$ cat src/rtl/aes_sbox_pkg.sv
// -----------------------------------------------------------------------------
// aes_sbox_pkg
//   Shared definitions for the shared AES S-box block. Contains the byte width,
//   the direction encodings, the stage payload struct, and the merged fwd/inv
//   S-box datapath built around a single GF(2^8) inverter (gf_inv_8).
//   Arithmetic is in the AES polynomial basis (x^8 + x^4 + x^3 + x + 1), so the
//   input/output basis change is the identity and only the affine maps remain.
// -----------------------------------------------------------------------------
package aes_sbox_pkg;

    localparam int   BYTE_W   = 8;
    localparam logic SBOX_FWD = 1'b0;
    localparam logic SBOX_INV = 1'b1;

    // Byte payload carried through both pipeline stages (id travels alongside,
    // since its width depends on the instance's N_REQ).
    typedef struct packed {
        logic              dec;
        logic [BYTE_W-1:0] data;
    } sbox_op_t;

    function automatic logic [BYTE_W-1:0] gf_mul(input logic [BYTE_W-1:0] a,
                                                 input logic [BYTE_W-1:0] b);
        logic [BYTE_W-1:0] p;
        logic [BYTE_W-1:0] x;
        p = '0;
        x = a;
        for (int i = 0; i < BYTE_W; i++) begin
            if (b[i]) p = p ^ x;
            x = {x[6:0], 1'b0} ^ (x[7] ? 8'h1B : 8'h00);
        end
        return p;
    endfunction

    // Multiplicative inverse as x^254 (addition chain); maps 0 to 0 as AES needs.
    function automatic logic [BYTE_W-1:0] gf_inv_8(input logic [BYTE_W-1:0] x);
        logic [BYTE_W-1:0] x2, x3, x12, x15, x240;
        x2   = gf_mul(x, x);
        x3   = gf_mul(x2, x);
        x12  = gf_mul(gf_mul(x3, x3), gf_mul(x3, x3));
        x15  = gf_mul(x12, x3);
        x240 = gf_mul(x15, x15);
        x240 = gf_mul(x240, x240);
        x240 = gf_mul(x240, x240);
        x240 = gf_mul(x240, x240);
        return gf_mul(gf_mul(x240, x12), x2);
    endfunction

    function automatic logic [BYTE_W-1:0] affine_fwd(input logic [BYTE_W-1:0] a);
        return a ^ {a[6:0], a[7]} ^ {a[5:0], a[7:6]} ^ {a[4:0], a[7:5]}
                 ^ {a[3:0], a[7:4]} ^ 8'h63;
    endfunction

    function automatic logic [BYTE_W-1:0] affine_inv(input logic [BYTE_W-1:0] a);
        return {a[6:0], a[7]} ^ {a[4:0], a[7:5]} ^ {a[1:0], a[7:2]} ^ 8'h05;
    endfunction

    // Merged datapath: the inverter is shared, the affine step moves to the
    // input side for the inverse direction and to the output side for forward.
    function automatic logic [BYTE_W-1:0] sbox_merged(input logic [BYTE_W-1:0] x,
                                                      input logic              dec);
        logic [BYTE_W-1:0] inv;
        inv = gf_inv_8((dec == SBOX_INV) ? affine_inv(x) : x);
        return (dec == SBOX_INV) ? inv : affine_fwd(inv);
    endfunction

endpackage

$ cat src/rtl/rr_arbiter.sv
// -----------------------------------------------------------------------------
// rr_arbiter
//   Combinational one-hot arbiter. Round-robin from ptr upward (wrapping) when
//   RR_EN=1, fixed lowest-index priority when RR_EN=0.
//   Ports:
//     req     in  N_REQ  request vector
//     en      in  1      grant permitted this cycle
//     ptr     in  ID_W   current round-robin start index
//     gnt     out N_REQ  one-hot grant (all zero when en=0 or no request)
//     ptr_nxt out ID_W   pointer to load when the grant is taken
// -----------------------------------------------------------------------------
module rr_arbiter #(
    parameter  int N_REQ = 4,
    parameter  bit RR_EN = 1'b1,
    localparam int ID_W  = $clog2(N_REQ)
) (
    input  logic [N_REQ-1:0] req,
    input  logic             en,
    input  logic [ID_W-1:0]  ptr,
    output logic [N_REQ-1:0] gnt,
    output logic [ID_W-1:0]  ptr_nxt
);

    int   start;
    int   win;
    logic found;

    // Two ascending passes: indices at/above start first, then the wrapped ones
    // below start. This avoids a modulo index into req.
    always_comb begin
        // NOTE: every output of a combinational block gets a default first so no
        // path leaves it unassigned, which would infer a latch.
        gnt     = '0;
        ptr_nxt = ptr;
        found   = 1'b0;
        win     = 0;
        start   = RR_EN ? int'(ptr) : 0;
        for (int i = 0; i < N_REQ; i++) begin
            if (en && !found && req[i] && i >= start) begin
                found  = 1'b1;
                win    = i;
                gnt[i] = 1'b1;
            end
        end
        for (int i = 0; i < N_REQ; i++) begin
            if (en && !found && req[i] && i < start) begin
                found  = 1'b1;
                win    = i;
                gnt[i] = 1'b1;
            end
        end
        if (found) ptr_nxt = RR_EN ? ID_W'((win + 1) % N_REQ) : '0;
    end

endmodule

$ cat src/rtl/sbox_share_arbiter.sv
// -----------------------------------------------------------------------------
// sbox_share_arbiter
//   Shares one merged fwd/inv AES S-box between N_REQ byte requesters through a
//   two-stage valid/ready pipeline: S1 holds the granted byte, S2 holds the
//   S-box result and drives the response port.
//   Ports:
//     clk, rst   clock, synchronous active-high reset
//     req_valid  in  N_REQ    per-requester valid
//     req_dec    in  N_REQ    per-requester direction (1 = inverse S-box)
//     req_data   in  8*N_REQ  byte i at [8i+7:8i]
//     req_ready  out N_REQ    one-hot grant (combinational from req_valid)
//     rsp_valid  out 1        result valid
//     rsp_ready  in  1        downstream accepts the result
//     rsp_data   out 8        S-box / inverse S-box result
//     rsp_id     out ID_W     originating requester
//     rsp_dec    out 1        direction of the result
//     busy       out 1        any stage occupied
// -----------------------------------------------------------------------------
module sbox_share_arbiter
    import aes_sbox_pkg::*;
#(
    parameter  int N_REQ = 4,
    parameter  bit RR_EN = 1'b1,
    localparam int ID_W  = $clog2(N_REQ)
) (
    input  logic                    clk,
    input  logic                    rst,
    input  logic [N_REQ-1:0]        req_valid,
    input  logic [N_REQ-1:0]        req_dec,
    input  logic [BYTE_W*N_REQ-1:0] req_data,
    output logic [N_REQ-1:0]        req_ready,
    output logic                    rsp_valid,
    input  logic                    rsp_ready,
    output logic [BYTE_W-1:0]       rsp_data,
    output logic [ID_W-1:0]         rsp_id,
    output logic                    rsp_dec,
    output logic                    busy
);

    logic              s1_v, s2_v;
    sbox_op_t          s1_op, s2_op;
    logic [ID_W-1:0]   s1_id, s2_id;
    logic [ID_W-1:0]   rr_ptr, ptr_nxt;
    logic              adv1, adv2, grant;
    logic [N_REQ-1:0]  gnt;
    sbox_op_t          sel_op;
    logic [ID_W-1:0]   sel_id;
    logic [BYTE_W-1:0] sbox_out;

    // A stage may load when it is empty or its content moves on this cycle.
    assign adv2 = !s2_v || rsp_ready;
    assign adv1 = !s1_v || adv2;

    rr_arbiter #(.N_REQ(N_REQ), .RR_EN(RR_EN)) u_arb (
        .req     (req_valid),
        .en      (adv1 && !rst),
        .ptr     (rr_ptr),
        .gnt     (gnt),
        .ptr_nxt (ptr_nxt)
    );

    assign req_ready = gnt;
    assign grant     = |gnt;

    always_comb begin
        sel_op = '0;
        sel_id = '0;
        for (int i = 0; i < N_REQ; i++) begin
            if (gnt[i]) begin
                sel_op.data = req_data[BYTE_W*i +: BYTE_W];
                sel_op.dec  = req_dec[i];
                sel_id      = ID_W'(i);
            end
        end
    end

    assign sbox_out = sbox_merged(s1_op.data, s1_op.dec);

    always_ff @(posedge clk) begin
        // NOTE: sequential state uses non-blocking assignments so every register
        // samples pre-edge values regardless of statement order.
        if (rst) begin
            s1_v   <= 1'b0;
            s2_v   <= 1'b0;
            s1_op  <= '0;
            s2_op  <= '0;
            s1_id  <= '0;
            s2_id  <= '0;
            rr_ptr <= '0;
        end else begin
            // S2 only reloads from a valid S1, so a held result never changes.
            if (adv2) begin
                s2_v <= s1_v;
                if (s1_v) begin
                    s2_op <= '{dec: s1_op.dec, data: sbox_out};
                    s2_id <= s1_id;
                end
            end
            if (adv1) begin
                s1_v <= grant;
                if (grant) begin
                    s1_op <= sel_op;
                    s1_id <= sel_id;
                end
            end
            if (grant) rr_ptr <= ptr_nxt;
        end
    end

    assign rsp_valid = s2_v;
    assign rsp_data  = s2_op.data;
    assign rsp_id    = s2_id;
    assign rsp_dec   = s2_op.dec;
    assign busy      = s1_v || s2_v;

endmodule

$ cat config.mk
export PLATFORM = sky130hd
export DESIGN_NAME = sbox_share_arbiter
export DESIGN_NICKNAME = d
export VERILOG_FILES = /design/src/rtl/aes_sbox_pkg.sv /design/src/rtl/rr_arbiter.sv /design/src/rtl/sbox_share_arbiter.sv
export SDC_FILE = /design/constraint.sdc
export NUM_CORES = 1
export LEC_CHECK = 0
export BUFFER_PORTS_ARGS = -buffer_cell sky130_fd_sc_hd__buf_2
export CAP_MARGIN = 20
export CORE_UTILIZATION = 30
export DETAILED_ROUTE_END_ITERATION = 10
export PLACE_DENSITY = 0.49
export RECOVER_POWER = 100
export SYNTH_ARGS = -nofsm -noshare
export SYNTH_HDL_FRONTEND = slang
export SYNTH_SLANG_ARGS = --single-unit
$ cat constraint.sdc
create_clock -name clk -period 46.6 [get_ports clk]
set_clock_uncertainty 0.05 [all_clocks]
set_input_delay 13.98 -clock clk [delete_from_list [all_inputs] [get_ports clk]]
set_output_delay 13.98 -clock clk [all_outputs]
set_load 0.02 [all_outputs]
==> run summary, run 1 <==
### Timing
* max-slew headroom at the worst pin: -0.515
* final slew viol count: 51
* final setup violating endpoints: 0
* share of the clock period used by the worst path after layout: 0.644
* setup repair after global routing missed its margin: false
* hold violation total from the final report: 0
* crit path time final: 30010 ps
* Tightest Pin Transition: 2260 ps
* Fin Setup TNS: 0 ps
* Achievable Freq: 0.0333 GHz

### Clock network
* post-cts repair resize count: 0
* Root Driver: sky130_fd_sc_hd__clkbuf_16
* number of buffers added to fix hold violations after cts: 0
* Worst-path clk slew: 60 ps
* clock tree buffer depth: 2
* TritonCTS buffer count: 3
* clock tree from TritonCTS: yes
* clock sinks: 26
* H-tree depth: 1
* clock network latency to the later pin of the worst-skew pair: 260 ps
* Post-CTS Setup Inserts: 0

### GRT
* wire length of the first global-routing pass: 64800 um
* GRT Util Overall: 0.166
* number of global-route vias before repair: 11.8k
* number of antenna violations at the first check in global routing: 0
* largest net degree at the start of global routing: 39
* final global-route overflow total: 0

### Logic synthesis
* #FFs+latches synth: 26
* Async SR Flop Fraction: 0
* Ys Warns: 0
* average footprint of a synthesized cell: 8.19 um^2
* number of flops mapped to enable cells by yosys: 0
* post-synthesis sequential area ratio: 0.0372
* cell count after synthesis: 1710
* count of cell types in the netlist: 108
* net count after synthesis: 1760
* cell area after technology mapping: 0.0140 mm^2
* Top FF cell, synth: sky130_fd_sc_hd__dfxtp_1

### Critical path
* type of element launching the critical path: primary input
* number of cell instances on the worst register-to-register path: 70
* Stages on worst setup path: 6
* startpoint of the most critical setup path: rst
* WS Path Type: primary input to primary output
* slowest stage cell on the critical path: sky130_fd_sc_hd__clkbuf_1
* maximum single-stage delay on the critical path: 640 ps
* ordered cell list for the critical path: clkbuf_1, a21oi_1, a21boi_0, o21ai_0, clkbuf_1, clkbuf_1
* RR Startpoint: s1_op[6]
* Critical path buffers and inverters: 3
* WP data required: 32570 ps
* sort of element at the end of the critical path: primary output
* highest fanout seen on the critical path: 22
* most used cell along the critical path: sky130_fd_sc_hd__clkbuf_1
* Crit path arrival time: 15980 ps
* cell family contributing the most delay on the critical path: buffers and inverters

### Detailed routing
* vias per std cell: 5.39
* DRC marker count from the first detailed-route iteration: 941
* total length of routed met3 wires: 1560 um
* met2 WL: 18600 um
* Remaining DRCs: 0
* mean routed wirelength per cell: 17.5 um
* top sig layer: met4
* number of iterations in the first detailed-routing pass: 7
* vias: 12.4k
* met1 wire length: 19800 um
* total detailed-routing wirelength: 40300 um
* Detail Route Antenna Nets: 0

### Cells and area
* final instance count without filler cells: 2302
* fraction of layout instances using a drive strength above 1: 0.125
* Layout Nets: 1753
* final design instance area without fill: 0.0148 mm^2
* number of diodes: 0
* Area growth syn-to-layout: 5.74%

### Hold path
* number of instances on the worst hold path: 2
* startpoint of the worst hold path: rsp_data[2]
* hold crit path type: flip-flop to flip-flop

### Placed design
* last weighted congestion value of the routability-driven placer: 0.844
* instance count after placement with tap cells included: 2298
* detailed placement HPWL: 29600 um
* placed standard-cell area: 0.0148 mm^2
* number of port buffers: 59

### Floorplan
* total I/O pin count: 60
* number of core rows: 78
* starting utilization of the core area: 0.307
* Total Die Area: 0.0475 mm^2
* Chip Width: 218 um
* placeable core region: 0.0457 mm^2
* vertical extent of the die: 218 um

### Job
* # Max-Cap Violations: 3

### Outcome
* violations in the final reports: capacitance limit, slew limit
* outcome: finished with violations

## layer usage
metal  up-vias  track usage
met5         -            0
met1      5954        0.239
met3        32      0.00530
li1       6104            -
met2       307        0.279
met4         0       0.0228
## final timing paths
kind                        to  slack (ps)
setup reg to reg   rsp_data[5]       18250
hold / removal     rsp_data[2]         400
hold reg to reg    rsp_data[2]         400
setup / recovery  req_ready[2]       16590
## cell families after synthesis
logic type	synth area share
buffers and inverters	0.0493
muxes	0.0559
AOI/OAI and AO/OA	0.185
DFF	0.0372
and+or+nand+nor	0.212
xor gates and xnor gates	0.454
adders and majority gates	0.00626
## worst min-delay path: stages, from the launching register on
cell and delay (ps):
sky130_fd_sc_hd__dfxtp_1 310, sky130_fd_sc_hd__nand2_1 50, sky130_fd_sc_hd__o21ai_1 50
## cell usage after synthesis (7+ instances only)
cell	n	share of area
sky130_fd_sc_hd__buf_2	28	0.010
sky130_fd_sc_hd__nand4_1	14	0.0063
sky130_fd_sc_hd__nand2b_1	10	0.0045
sky130_fd_sc_hd__a211oi_1	24	0.013
sky130_fd_sc_hd__xor2_2	7	0.0081
sky130_fd_sc_hd__nor2_2	7	0.0031
sky130_fd_sc_hd__and3_1	15	0.0067
sky130_fd_sc_hd__dfxtp_1	26	0.037
sky130_fd_sc_hd__inv_1	15	0.0040
sky130_fd_sc_hd__xor2_1	68	0.043
sky130_fd_sc_hd__a221oi_1	8	0.0050
sky130_fd_sc_hd__xnor3_2	9	0.015
sky130_fd_sc_hd__buf_6	12	0.0097
sky130_fd_sc_hd__nor3b_1	12	0.0064
sky130_fd_sc_hd__o21ai_0	44	0.016
sky130_fd_sc_hd__clkbuf_1	49	0.013
sky130_fd_sc_hd__a222oi_1	11	0.0079
sky130_fd_sc_hd__nand2_1	187	0.050
sky130_fd_sc_hd__a311oi_1	8	0.0050
sky130_fd_sc_hd__buf_1	7	0.0019
sky130_fd_sc_hd__a31oi_1	23	0.010
sky130_fd_sc_hd__nor2b_1	16	0.0071
sky130_fd_sc_hd__a2111oi_0	8	0.0050
sky130_fd_sc_hd__mux2i_1	51	0.036
sky130_fd_sc_hd__nor2_1	203	0.054
sky130_fd_sc_hd__or3_1	15	0.0067
sky130_fd_sc_hd__xnor2_1	249	0.16
sky130_fd_sc_hd__o22ai_1	14	0.0063
sky130_fd_sc_hd__mux2_2	8	0.0064
sky130_fd_sc_hd__o211ai_1	17	0.0091
sky130_fd_sc_hd__and4_1	7	0.0044
sky130_fd_sc_hd__nor3_1	45	0.016
sky130_fd_sc_hd__nand3_1	49	0.018
sky130_fd_sc_hd__buf_4	15	0.0080
sky130_fd_sc_hd__a21o_1	11	0.0059
sky130_fd_sc_hd__nor4_1	14	0.0063
sky130_fd_sc_hd__xnor3_1	85	0.14
sky130_fd_sc_hd__xnor2_2	43	0.050
sky130_fd_sc_hd__o21ai_1	22	0.0079
sky130_fd_sc_hd__and2_1	15	0.0067
sky130_fd_sc_hd__a21oi_1	59	0.021
sky130_fd_sc_hd__xor3_1	19	0.032
sky130_fd_sc_hd__ha_1	7	0.0063
## sequential cells by signal (all words and copies together), names as in the netlist
name / count
rsp_valid: 1
s1_id: 2
rsp_dec: 1
s1_v: 1
rsp_id: 2
rsp_data: 8
s1_op: 9
rr_ptr: 2
## through the flow
stage	setup WS [ps]	utilization	hold slack (ps)
final	16590	0.324	396
after global routing	16080	0.324	417
after CTS	16970	0.326	399
after detailed placement	16960	0.323	391
after global placement	17050	0.323	383
after floorplan	17400	-	411
## cell usage in the layout (no fill, tap or decap), types with 12 or more instances in the layout
cell,n
sky130_fd_sc_hd__clkbuf_1,19
sky130_fd_sc_hd__nor2_1,203
sky130_fd_sc_hd__xor2_1,68
sky130_fd_sc_hd__or3_1,15
sky130_fd_sc_hd__buf_4,40
sky130_fd_sc_hd__nor4_1,14
sky130_fd_sc_hd__nand2_1,187
sky130_fd_sc_hd__o21ai_0,44
sky130_fd_sc_hd__nand4_1,14
sky130_fd_sc_hd__mux2i_1,51
sky130_fd_sc_hd__xor3_1,19
sky130_fd_sc_hd__xnor2_1,250
sky130_fd_sc_hd__nor3b_1,12
sky130_fd_sc_hd__o211ai_1,17
sky130_fd_sc_hd__a211oi_1,24
sky130_fd_sc_hd__xnor2_2,43
sky130_fd_sc_hd__inv_1,17
sky130_fd_sc_hd__and3_1,15
sky130_fd_sc_hd__buf_2,41
sky130_fd_sc_hd__a21oi_1,59
sky130_fd_sc_hd__nand3_1,49
sky130_fd_sc_hd__o22ai_1,14
sky130_fd_sc_hd__dfxtp_1,25
sky130_fd_sc_hd__nor2b_1,16
sky130_fd_sc_hd__xnor3_1,85
sky130_fd_sc_hd__nor3_1,45
sky130_fd_sc_hd__a31oi_1,23
sky130_fd_sc_hd__o21ai_1,22
sky130_fd_sc_hd__and2_1,14
## layout make-up
cell class | count | area, um^2
clock buffer | 3 | 75.1
clock inverter | 1 | 30.0
fill | 4823 | 30900
inverter | 23 | 87.6
multi-input combinational | 1549 | 12800
sequential | 26 | 522
tap | 600 | 751
timing repair buffer | 100 | 577
Power of run 1 is left out: the tool's default activity adds up to more than one toggle a clock period on the data nets, which glitch-free logic cannot reach.
==> run 2: changes to the inputs <==
==> constraint.sdc (replaced) <==
create_clock -name clk -period 28.2 [get_ports clk]
set_clock_uncertainty 0.05 [all_clocks]
set_input_delay 8.46 -clock clk [delete_from_list [all_inputs] [get_ports clk]]
set_output_delay 8.46 -clock clk [all_outputs]
set_load 0.02 [all_outputs]
==> run summary, run 2 (synthesis results as in run 1) <==
### Floorplan
* Total Die Area: 0.0475 mm^2, unchanged
* vertical extent of the die: 218 um, unchanged
* total I/O pin count: 60, unchanged
* number of core rows: 78, unchanged
* starting utilization of the core area: 0.307, unchanged
* Chip Width: 218 um, unchanged
* placeable core region: 0.0457 mm^2, unchanged

### Clock network
* clock network latency to the later pin of the worst-skew pair: 260 ps, about the same
* post-cts repair resize count: 0, unchanged
* number of buffers added to fix hold violations after cts: 0, unchanged
* Worst-path clk slew: 60 ps, about the same
* Post-CTS Setup Inserts: 0, unchanged
* clock sinks: 26, unchanged
* clock tree from TritonCTS: yes
* TritonCTS buffer count: 3, unchanged
* H-tree depth: 1, unchanged
* Root Driver: sky130_fd_sc_hd__clkbuf_16
* clock tree buffer depth: 2, unchanged

### Detailed routing
* Remaining DRCs: 0, unchanged
* Detail Route Antenna Nets: 0, unchanged
* vias: 12.5k, +0.60%
* total detailed-routing wirelength: 41000 um, +1.8%
* number of iterations in the first detailed-routing pass: 5, -2
* total length of routed met3 wires: 2130 um, +37%
* vias per std cell: 5.41, +0.47%
* DRC marker count from the first detailed-route iteration: 932, -0.96%
* met2 WL: 18800 um, +0.84%
* met1 wire length: 19700 um, -0.43%
* mean routed wirelength per cell: 17.8 um, +1.7%
* top sig layer: met4

### Timing
* setup repair after global routing missed its margin: false
* Fin Setup TNS: 0 ps, unchanged
* crit path time final: 24730 ps
* Achievable Freq: 0.0404 GHz
* Tightest Pin Transition: 1390 ps, -865 ps
* final setup violating endpoints: 0, unchanged
* share of the clock period used by the worst path after layout: 0.877
* max-slew headroom at the worst pin: 0.0654, +0.581
* hold violation total from the final report: 0, unchanged
* final slew viol count: 0, -100%

### GRT
* largest net degree at the start of global routing: 39, unchanged
* number of antenna violations at the first check in global routing: 0, unchanged
* final global-route overflow total: 0, unchanged
* number of global-route vias before repair: 11.6k, -1.9%
* wire length of the first global-routing pass: 64500 um, -0.54%
* GRT Util Overall: 0.166, about the same

### Placed design
* number of port buffers: 59, unchanged
* last weighted congestion value of the routability-driven placer: 0.859, +1.7%
* detailed placement HPWL: 30200 um, +2.1%

### Cells and area
* leading cell type in the layout, fill and taps excluded: sky130_fd_sc_hd__xnor2_1
* Reg with most FFs: s1_op
* commonest cells after routing, fill and taps aside: sky130_fd_sc_hd__xnor2_1 (249), sky130_fd_sc_hd__nor2_1 (203), sky130_fd_sc_hd__nand2_1 (187)
* Layout Nets: 1756, +0.17%
* number of diodes: 0, unchanged
* Area growth syn-to-layout: 6.00%
* flip-flop count of the largest register, all copies and words added: 9, unchanged
* fraction of layout instances using a drive strength above 1: 0.127, +0.00271
* Filler Cell Count: 4844, +0.44%

### Critical path
* highest fanout seen on the critical path: 25, +14%
* sort of element at the end of the critical path: flip-flop
* slowest stage cell on the critical path: sky130_fd_sc_hd__xnor2_1
* RR Startpoint: s1_op[6]
* register-to-register setup slack: 3470 ps, -14780 ps
* number of cell instances on the worst register-to-register path: 70, unchanged
* maximum single-stage delay on the critical path: 1080 ps, +440 ps
* most used cell along the critical path: sky130_fd_sc_hd__xnor2_1
* WP data required: 28300 ps, -4270 ps
* Crit path arrival time: 24830 ps, +8850 ps
* reg-to-reg endpoint: rsp_data[4]
* WS Path Type: flip-flop to flip-flop
* type of element launching the critical path: flip-flop

### Hold path
* hold crit path type: flip-flop to flip-flop
* hold path endpoint: rsp_data[6]
* startpoint of the worst hold path: rsp_data[6]
* number of instances on the worst hold path: 2, unchanged

### Outcome
* outcome: complete, no violations

### Job
* # Max-Cap Violations: 0, -3

-- run 2: worst max-delay path by stage --
stage | start | to | slack [ps] | cells after the start
2_1_floorplan | s1_op[1] | rsp_data[4] | 9200 | 78
3_3_place_gp | s1_op[6] | rsp_data[2] | 5530 | 70
3_5_place_dp | s1_op[6] | rsp_data[2] | 5090 | 70
4_1_cts | s1_op[8] | rsp_data[2] | 5020 | 69
5_1_grt | s1_op[6] | rsp_data[4] | 1890 | 70
6_report | s1_op[6] | rsp_data[4] | 3470 | 70
-- run 2: layout make-up --
class / instances / area, um^2 / area share
clock buffers: 4 / 88.8 / 0.00599
inverters: 23 / 87.6 / 0.00590
multi-input cells: 1549 / 12800 / 0.862
flip-flops and latches: 26 / 522 / 0.0352
well taps: 600 / 751 / 0.0506
repair buffers: 103 / 599 / 0.0404
-- run 2: worst max-delay path: cells and delay by family, from the launching register on --
kind                     cells  cell delay, ps
multiplexers                 6            2180
buffers and inverters        8            2100
AND/OR/NAND/NOR             13            3380
XOR/XNOR                    29           11060
AO/OA/AOI/OAI                9            2740
flip-flops                   1             610
adder cells (fa/ha/maj)      5            2390
-- run 2: per-stage QoR --
| step | instance area, um^2 | worst slack (ps) | hold slack [ps] | util | instances |
|---|---|---|---|---|---|
| 6_report | 14800 | 3470 | 399 | 0.325 | 2305 |
| 5_1_grt | 14800 | 1890 | 419 | 0.325 | 2305 |
| 4_1_cts | 14900 | 5020 | 398 | 0.326 | 2305 |
| 3_5_place_dp | 14800 | 5090 | 389 | 0.324 | 2301 |
| 3_3_place_gp | 14800 | 5530 | 387 | 0.324 | 2301 |
| 2_1_floorplan | 14000 | 9200 | 411 | - | 1710 |
-- run 2: layer usage --
metal / vias up / global-route usage
met5: - / 0
met4: 0 / 0.0296
met3: 42 / 0.0103
met2: 384 / 0.271
met1: 5939 / 0.241
li1: 6106 / -
Power of run 2 is left out for the same reason.
==> run 3: changes to the inputs <==
--- a/config.mk
+++ b/config.mk
@@ -5,11 +5,12 @@
 export SDC_FILE = /design/constraint.sdc
 export NUM_CORES = 1
 export LEC_CHECK = 0
+export ABC_AREA = 1
 export BUFFER_PORTS_ARGS = -buffer_cell sky130_fd_sc_hd__buf_2
 export CAP_MARGIN = 20
 export CORE_UTILIZATION = 30
 export DETAILED_ROUTE_END_ITERATION = 10
-export PLACE_DENSITY = 0.49
+export PLACE_DENSITY = 0.48
 export RECOVER_POWER = 100
 export SYNTH_ARGS = -nofsm -noshare
 export SYNTH_HDL_FRONTEND = slang
==> constraint.sdc (replaced) <==
create_clock -name clk -period 28.2 [get_ports clk]
set_clock_uncertainty 0.05 [all_clocks]
set_input_delay 0 -clock clk [delete_from_list [all_inputs] [get_ports clk]]
set_output_delay 0 -clock clk [all_outputs]
set_load 0.02 [all_outputs]
==> run summary, run 3 <==
### Critical path
* WS Path Type: flip-flop to flip-flop
* highest fanout seen on the critical path: 28, +12%
* most used cell along the critical path: sky130_fd_sc_hd__nand2_1
* sort of element at the end of the critical path: flip-flop
* startpoint of the most critical setup path: s1_op[8]
* type of element launching the critical path: flip-flop
* slowest stage cell on the critical path: sky130_fd_sc_hd__xor2_1
* Crit path arrival time: 22140 ps, -2690 ps
* RR Startpoint: s1_op[8]
* maximum single-stage delay on the critical path: 1280 ps, +200 ps
* WP data required: 28320 ps, +20 ps

### Clock network
* post-cts repair resize count: 0, unchanged
* clock network latency to the later pin of the worst-skew pair: 270 ps, about the same
* Worst-path clk slew: 70 ps, about the same
* clock tree from TritonCTS: yes
* Post-CTS Setup Inserts: 0, unchanged
* clock sinks: 26, unchanged
* clock tree buffer depth: 2, unchanged
* H-tree depth: 1, unchanged
* TritonCTS buffer count: 3, unchanged
* Root Driver: sky130_fd_sc_hd__clkbuf_16

### Cells and area
* number of diodes: 0, unchanged
* fraction of layout instances using a drive strength above 1: 0.211, +0.0836
* Area growth syn-to-layout: 2.82%
* leading cell type in the layout, fill and taps excluded: sky130_fd_sc_hd__nand2_1
* Filler Cell Count: 8572, +77%
* Reg with most FFs: s1_op
* final design instance area without fill: 0.0234 mm^2, +58%
* Layout Nets: 4348, +150%
* flip-flop count of the largest register, all copies and words added: 9, unchanged
* commonest cells after routing, fill and taps aside: sky130_fd_sc_hd__nand2_1 (1758), sky130_fd_sc_hd__nand3_1 (742), sky130_fd_sc_hd__inv_1 (401)
* Layout Utilization: 0.313, -0.0121

### Timing
* final slew viol count: 16, +16
* Achievable Freq: 0.0454 GHz, +12%
* hold violation total from the final report: 0, unchanged
* setup repair after global routing missed its margin: false
* share of the clock period used by the worst path after layout: 0.781, -0.0959
* final setup violating endpoints: 0, unchanged
* max-slew headroom at the worst pin: -0.128, -0.194
* Fin Setup TNS: 0 ps, unchanged
* Tightest Pin Transition: 1690 ps, +295 ps
* crit path time final: 22020 ps, -2710 ps

### Logic synthesis
* main area contributors after synthesis: sky130_fd_sc_hd__nand2_1 (29%), sky130_fd_sc_hd__nand3_1 (16%), sky130_fd_sc_hd__nand2_2 (9.2%)
* Ys Warns: 0, unchanged
* cell count after synthesis: 4325, +150%
* cell area after technology mapping: 0.0228 mm^2, +63%
* Top FF cell, synth: sky130_fd_sc_hd__dfxtp_1
* number of flops mapped to enable cells by yosys: 0, unchanged
* cell accounting for the most synthesized area: sky130_fd_sc_hd__nand2_1
* Async SR Flop Fraction: 0, unchanged
* average footprint of a synthesized cell: 5.26 um^2, -36%
* share of the synthesized area in the top cell type: 0.289, +0.133
* #FFs+latches synth: 26, unchanged
* dominant cell by count in the synthesized netlist: sky130_fd_sc_hd__nand2_1
* post-synthesis sequential area ratio: 0.0229, -0.0143
* net count after synthesis: 4375, +150%
* count of cell types in the netlist: 57, -47%
* top cells by count, synth: sky130_fd_sc_hd__nand2_1 (1754), sky130_fd_sc_hd__nand3_1 (742), sky130_fd_sc_hd__inv_1 (399)

### Outcome
* violations in the final reports: capacitance limit, slew limit
* outcome: finished with violations

### Floorplan
* vertical extent of the die: 277 um, +27%
* placeable core region: 0.0748 mm^2, +64%
* Chip Width: 277 um, +27%
* starting utilization of the core area: 0.304, -0.00229
* total I/O pin count: 60, unchanged
* number of core rows: 100, +28%
* Total Die Area: 0.0770 mm^2, +62%

### Hold path
* startpoint of the worst hold path: req_data[26]
* hold crit path type: primary input to flip-flop

### Detailed routing
* number of iterations in the first detailed-routing pass: 6, +1
* Detail Route Antenna Nets: 0, unchanged
* vias per std cell: 4.79, -12%
* mean routed wirelength per cell: 13.7 um, -23%
* Remaining DRCs: 0, unchanged
* DRC marker count from the first detailed-route iteration: 1768, +90%
* vias: 25.2k, +100%
* total detailed-routing wirelength: 72200 um, +76%

### GRT
* wire length of the first global-routing pass: 118000 um, +82%
* number of antenna violations at the first check in global routing: 0, unchanged
* largest net degree at the start of global routing: 36, -7.7%
* GRT Util Overall: 0.181, +0.0150
* final global-route overflow total: 0, unchanged
* number of global-route vias before repair: 22.4k, +94%

### Job
* # Max-Cap Violations: 1, +1

### Placed design
* last weighted congestion value of the routability-driven placer: 0.880, +2.5%
* number of port buffers: 59, unchanged
* detailed placement HPWL: 58400 um, +93%
* placed standard-cell area: 0.0233 mm^2, +58%

run 3: changes by cell type after synthesis, moves of 51 or more:
cell,delta
sky130_fd_sc_hd__nand2_1,+1567
sky130_fd_sc_hd__nand2_4,+159
sky130_fd_sc_hd__inv_2,+114
sky130_fd_sc_hd__xnor3_1,-85
sky130_fd_sc_hd__inv_1,+384
sky130_fd_sc_hd__xnor2_1,-230
sky130_fd_sc_hd__nand3_2,+131
sky130_fd_sc_hd__nand3_1,+693
sky130_fd_sc_hd__mux2i_1,-51
sky130_fd_sc_hd__nand2_2,+333
run 3: through the flow:
stage	hold slack, ps	instances	worst slack [ps]
floorplan	114	4325	12490
global placement	261	5261	9780
detailed placement	260	5261	9520
CTS	13.6	5266	9500
global route	38.1	5266	3800
finish	16.0	5266	6180
run 3: layout make-up:
type,instances,area (um^2),area share
clock buffer,3,75.1,0.00321
multi-input combinational,3647,19100,0.816
inverter,558,2180,0.0930
timing repair buffer,62,299,0.0128
clock inverter,1,30.0,0.00128
tap,969,1210,0.0518
sequential,26,520,0.0222
run 3: critical path, delay by kind of cell, from the launching register on:
family,cells,cell delay [ps]
DFF,1,300
and+or+nand+nor,105,13160
adders and majority gates,7,3090
xor gates and xnor gates,3,1740
buffers and inverters,22,3610
run 3: cell families after synthesis:
kind of cell	count (synthesis)	synth area share
simple gates	3492	0.786
buf+inv	652	0.137
compound gates	90	0.0249
xor+xnor	58	0.0258
flops	26	0.0229
fa+ha+maj	7	0.00385
run 3: worst paths after layout:
kind                                    end  slack, ps  cells past startpoint
worst min register to register  rsp_data[4]        420                      2
worst max register to register  rsp_data[0]       6180                    137
worst max-delay path            rsp_data[0]       6180                    137
worst min-delay path               s1_op[2]         20                      5
run 3: metal layers:
layer	vias up	track usage	wire length [um]
li1	13500	-	-
met1	11100	0.259	36500
met2	511	0.307	32500
met3	42	0.00657	2590
met4	0	0.0188	555
met5	-	0	0
run 3: what timing repair did:
item,4_1_cts,5_1_grt
setup endpoints to repair,0,0
hold buffers,1,0
endpoints found under the hold margin,1,0
Power of run 3 is left out for the same reason.
